`config.mk`:
```
export PLATFORM = sky130hd
export DESIGN_NAME = reorder_buffer
export DESIGN_NICKNAME = d
export VERILOG_FILES = /design/src/rtl/reorder_buffer.sv
export SDC_FILE = /design/constraint.sdc
export NUM_CORES = 2
export LEC_CHECK = 0
export CAP_MARGIN = 40
export CORE_ASPECT_RATIO = 0.6
export CORE_MARGIN = 4
export CORE_UTILIZATION = 35
export DETAILED_ROUTE_END_ITERATION = 7
export HOLD_SLACK_MARGIN = 0.12
export PLACE_DENSITY = 0.58
export SYNTH_ARGS = -nofsm -noshare
export SYNTH_HDL_FRONTEND = slang
export SYNTH_SLANG_ARGS = --single-unit
export TNS_END_PERCENT = 30
```
`constraint.sdc`:
```
create_clock -name i_clk -period 3.9 [get_ports i_clk]
set_input_delay 0.39 -clock i_clk [delete_from_list [all_inputs] [get_ports i_clk]]
set_output_delay 0.39 -clock i_clk [all_outputs]
set_load 0.1 [all_outputs]
```
`src/rtl/reorder_buffer.sv`:
```
// reorder_buffer: in-order retirement buffer with tag allocation, completion writeback,
// operand lookup with same-cycle completion bypass, and one commit per cycle from the head.
module reorder_buffer #(
    parameter int ROB_SIZE = 8,
    parameter int REG_SIZE = 64,
    parameter int GPR_COUNT = 32,
    localparam int TAG_W = $clog2(ROB_SIZE),
    localparam int GPR_IDX_SIZE = $clog2(GPR_COUNT)
) (
    input  logic                    i_clk,
    input  logic                    i_reset,
    input  logic                    i_alloc_valid,
    input  logic                    i_alloc_dst_valid,
    input  logic [GPR_IDX_SIZE-1:0] i_alloc_gpr_idx,
    output logic                    o_alloc_ready,
    output logic [TAG_W-1:0]        o_alloc_tag,
    input  logic                    i_cmpl_valid,
    input  logic [TAG_W-1:0]        i_cmpl_tag,
    input  logic [REG_SIZE-1:0]     i_cmpl_value,
    input  logic [TAG_W-1:0]        i_rd0_tag,
    input  logic [TAG_W-1:0]        i_rd1_tag,
    output logic                    o_rd0_done,
    output logic                    o_rd1_done,
    output logic [REG_SIZE-1:0]     o_rd0_value,
    output logic [REG_SIZE-1:0]     o_rd1_value,
    output logic                    o_commit_valid,
    output logic                    o_commit_dst_valid,
    output logic [GPR_IDX_SIZE-1:0] o_commit_gpr_idx,
    output logic [REG_SIZE-1:0]     o_commit_value,
    output logic [TAG_W-1:0]        o_commit_tag,
    output logic [TAG_W:0]          o_count,
    output logic                    o_empty,
    output logic                    o_full
);
    logic [ROB_SIZE-1:0]     valid_q, done_q, dst_q;
    logic [GPR_IDX_SIZE-1:0] gpr_q [ROB_SIZE];
    logic [REG_SIZE-1:0]     value_q [ROB_SIZE];
    logic [TAG_W-1:0]        head_q, head_d, tail_q, tail_d;
    logic [TAG_W:0]          count_q, count_d;
    logic                    alloc_fire, commit, byp0, byp1;

    assign o_count       = count_q;
    assign o_empty       = count_q == '0;
    assign o_full        = count_q == (TAG_W+1)'(ROB_SIZE);
    assign o_alloc_ready = !o_full;
    assign o_alloc_tag   = tail_q;
    assign alloc_fire    = i_alloc_valid && o_alloc_ready;
    assign commit        = valid_q[head_q] && done_q[head_q];

    assign o_commit_valid     = commit;
    assign o_commit_dst_valid = commit && dst_q[head_q];
    assign o_commit_gpr_idx   = commit ? gpr_q[head_q] : '0;
    assign o_commit_value     = commit ? value_q[head_q] : '0;
    assign o_commit_tag       = commit ? head_q : '0;

    // A completion landing this cycle is forwarded straight to the lookup ports.
    assign byp0        = i_cmpl_valid && i_cmpl_tag == i_rd0_tag && valid_q[i_rd0_tag];
    assign byp1        = i_cmpl_valid && i_cmpl_tag == i_rd1_tag && valid_q[i_rd1_tag];
    assign o_rd0_done  = byp0 || (valid_q[i_rd0_tag] && done_q[i_rd0_tag]);
    assign o_rd1_done  = byp1 || (valid_q[i_rd1_tag] && done_q[i_rd1_tag]);
    assign o_rd0_value = byp0 ? i_cmpl_value : o_rd0_done ? value_q[i_rd0_tag] : '0;
    assign o_rd1_value = byp1 ? i_cmpl_value : o_rd1_done ? value_q[i_rd1_tag] : '0;

    always_comb begin
        head_d  = commit ? head_q + 1'b1 : head_q;
        tail_d  = alloc_fire ? tail_q + 1'b1 : tail_q;
        count_d = count_q + (TAG_W+1)'(alloc_fire) - (TAG_W+1)'(commit);
    end

    always_ff @(posedge i_clk) begin
        if (i_reset) begin
            valid_q <= '0;
            done_q  <= '0;
            head_q  <= '0;
            tail_q  <= '0;
            count_q <= '0;
        end else begin
            head_q  <= head_d;
            tail_q  <= tail_d;
            count_q <= count_d;
            if (i_cmpl_valid && valid_q[i_cmpl_tag]) begin
                done_q[i_cmpl_tag]  <= 1'b1;
                value_q[i_cmpl_tag] <= i_cmpl_value;
            end
            if (commit)
                valid_q[head_q] <= 1'b0;
            // Head and tail only coincide when empty or full, so alloc never hits the retiring entry.
            if (alloc_fire) begin
                valid_q[tail_q] <= 1'b1;
                done_q[tail_q]  <= 1'b0;
                dst_q[tail_q]   <= i_alloc_dst_valid;
                gpr_q[tail_q]   <= i_alloc_gpr_idx;
                value_q[tail_q] <= '0;
            end
        end
    end
endmodule

```
==> Implementation_results.wiki <==
{| class="wikitable"
! Metric !! Value
|-
| Port Buf Inserts || 296
|-
| Overall global routing resource usage || 0.228
|-
| Overall power || 15.8 mW
|-
| Final cell utilization of the core || 0.429
|-
| Most frequent cells in the layout || 714 x sky130_fd_sc_hd__mux2i_1, 603 x sky130_fd_sc_hd__nor2_1, 538 x sky130_fd_sc_hd__dfxtp_1
|-
| Final hold violation count || 0
|-
| Buffer type at the clock tree root || sky130_fd_sc_hd__clkbuf_16
|-
| Final hold slack || 506 ps
|-
| Number of antenna violations at the first check in global routing || 2
|-
| Number of cells produced by synthesis || 3,059
|-
| Clock Sinks || 589
|-
| Part of the Yosys area used for sequential elements || 0.346
|-
| Die area || 107,000 sq um
|-
| Cell row count || 90
|-
| Largest cells by area after synthesis || sky130_fd_sc_hd__dfxtp_1 31%, sky130_fd_sc_hd__mux4_2 26%, sky130_fd_sc_hd__mux2i_1 20%
|-
| Count of buffers added by post-CTS timing repair for setup || 0
|-
| Top-level I/O count || 297
|-
| Half-perimeter wire length after placement || 74,300 microns
|-
| Leftover overflow at the end of global routing || 0
|-
| Clock latency on the worst-skew pair || 640 ps
|-
| Largest net degree at the start of global routing || 72
|-
| Number of cells in the finished layout apart from fillers || 4,574
|-
| XOR/XNOR share of the synthesized area || 0.00272
|-
| Post-route antenna net violation count || 0
|-
| CTS tree || done
|-
| Pwr dens || 366 nW/um^2
|-
| Maximum buffer depth of the clock tree || 3
|-
| Detailed-route wire length on metal 1 || 55,200 microns
|-
| Hold buffer count at cts || 0
|-
| Final count of negative-setup-slack endpoints || 0
|-
| Worst min-delay path class || in2reg
|-
| Die height || 255 microns
|-
| Peak supply drop || 311 uV
|-
| Fill count || 9,334
|-
| Vias in the first global route || 26,300
|-
| Combinational family with the most area after synthesis || multiplexers
|-
| First-pass DRT Iterations || 7
|-
| Synthesis-to-layout area growth || 21.6%
|-
| Most used DFF post-synth || sky130_fd_sc_hd__dfxtp_1
|-
| Normalized max-slew margin || 0.389
|-
| Total length of routed met2 wires || 56,800 microns
|-
| Average footprint of a synthesized cell || 11.6 sq um
|-
| Number of max-cap violations || 0
|-
| Average wire length per cell after detail routing || 27.0 microns
|-
| Final #Nets || 3,283
|-
| Drt first-iter violations || 2,511
|-
| Met3 Routed Length || 9000 microns
|-
| DR top layer || met4
|-
| Num CTS Buffers || 60
|-
| Routability-driven placement congestion ratio || 0.805
|-
| Overall die width || 419 microns
|-
| Area share of fa/ha/maj cells after synthesis || 0.00374
|-
| Number of slew-limit violations in the final report || 0
|-
| Synth top area share || 0.305
|-
| Synth Area in Compound Gates || 0.0249
|-
| Area occupied by multi-input gates || 20,800 sq um
|-
| Routed vias/inst || 5.74
|-
| Number of enable-type register cells in the synthesized netlist || 48
|-
| Maximum operating frequency || 276 MHz
|-
| Hold path startpoint || i_alloc_gpr_idx[2]
|-
| Start of the worst register-to-register path || head_q[0]$_SDFFE_PP0P_
|-
| Kind of end point of the critical path || output port
|-
| Multiplexer area fraction after synthesis || 0.461
|-
| Critical Path AT || 3240 ps
|-
| Measured slew at the worst slew-check pin || 917 ps
|-
| Share of flip-flops with an asynchronous set or reset || 0
|-
| Critical path data required time || 3510 ps
|-
| Yosys warns || 0
|-
| Number of flip-flops and latches in the synthesized netlist || 589
|-
| Ratio of cells with drive above 1 in the final layout || 0.263
|-
| Cell type with the largest total area after synthesis || sky130_fd_sc_hd__dfxtp_1
|-
| Final critical-path required period || 3630 ps
|-
| Post-synthesis instance area || 35,500 sq um
|-
| Area of the placeable core || 101,000 sq um
|-
| Leakage || 19.3 nW
|-
| Final setup TNS || 0 ps
|-
| Setup repair after global routing missed its margin || false
|-
| Synthesized netlist net count || 3,152
|-
| Maximum clock skew at final layout || 16.7 ps
|-
| Maximum fanout encountered on the critical timing path || 18
|-
| Cell count after placement || 4,461
|-
| Global-route wire length before repair || 183,000 microns
|-
| Worst setup SP type || flip-flop
|-
| Critical Path Start || valid_q[3]$_SDFF_PP0_
|-
| Detailed-route via count || 26,300
|-
| Clock-pin transition on the worst setup and hold timing paths || 60 ps
|-
| Final Routed Wirelength || 123,000 microns
|-
| Most common cell after layout, fill and taps aside || sky130_fd_sc_hd__mux2i_1
|-
| Reg area || 12,300 sq um
|-
| Worst Path Class, Setup || reg2out
|-
| CTS HTree Levels || 2
|-
| Distinct cell type count of the synthesized netlist || 52
|-
| CTS resizes || 0
|-
| Simple logic cell fraction of the synthesized area || 0.0898
|-
| Effective utilization at floorplan || 0.353
|-
| Status || finished clean
|-
| Fin crit share || 0.931
|-
| Post-detailed-route DRC marker count || 0
|}
[area by class of cell]
cell class / instances / area share
antenna: 1 / 0.0000580
clock buffer: 80 / 0.0394
clock inverter: 31 / 0.0121
inverter: 17 / 0.00148
multi-input combinational: 2117 / 0.483
sequential: 589 / 0.285
tap: 1334 / 0.0387
timing repair buffer: 405 / 0.141
[path summary, 6_finish.rpt]
check | slack [ps] | to | depth (start not counted)
min | 510 | gpr_q[4][2]$_DFFE_PP_ | 1
max reg2reg | 1030 | o_count[2]$_SDFF_PP0_ | 11
max | 270 | o_rd1_value[52] | 7
min reg2reg | 540 | value_q[6][12]$_SDFFE_PP0P_ | 2
[worst max-delay path, stage by stage, from the launching register on]
cell                      delay, ps
sky130_fd_sc_hd__dfxtp_1        370
sky130_fd_sc_hd__mux4_2         510
sky130_fd_sc_hd__mux2i_1        410
sky130_fd_sc_hd__or3_4          280
sky130_fd_sc_hd__buf_4          320
sky130_fd_sc_hd__buf_4          330
sky130_fd_sc_hd__o21ai_1        160
sky130_fd_sc_hd__buf_12         200
[per-layer routing]
metal / global-route usage / vias up
li1: - / 11500
met1: 0.323 / 13500
met2: 0.363 / 1094
met3: 0.0452 / 152
met4: 0.0486 / 0
met5: 0 / -
[synth_stat cells (all sizes together) (3+ instances only)]
library cell    n
inv            16
nand4           9
nand2         144
ha              9
nor3b           3
mux2            7
clkbuf        106
o21ai         132
mux4          406
mux2i         714
nor2b           7
a31o            5
nand3           9
nor2          608
nor4            4
edfxtp         48
a21oi          13
dfxtp         541
buf           230
nor3           10
xnor2           9
[flip-flops by register name (all words and copies together), names as in the netlist, named ones only]
name / flops
value_q: 512
gpr_q: 40
done_q: 8
dst_q: 8
valid_q: 8
o_count: 4
head_q: 3
o_alloc_tag: 3
[power by group]
part | switching (mW) | leakage [nW] | internal [mW] | total (mW)
Clock | 2.63 | 1.08 | 3.98 | 6.61
Sequential | 0.416 | 4.81 | 6.51 | 6.92
Combinational | 1.20 | 13.5 | 1.05 | 2.25
Total | 4.25 | 19.3 | 11.5 | 15.8
[metrics by stage]
stage	cell area [sq um]	worst slack, ps
global route	43100	117
CTS	43100	221
floorplan	35500	-300
finish	43100	270
global placement	40700	259
detailed placement	40900	395
[cell families after synthesis]
group,after synthesis
simple gates,805
flops,589
buf+inv,353
fa+ha+maj,10
mux,1127
compound gates,164
xor+xnor,11
(Power assumes the default switching activity.)
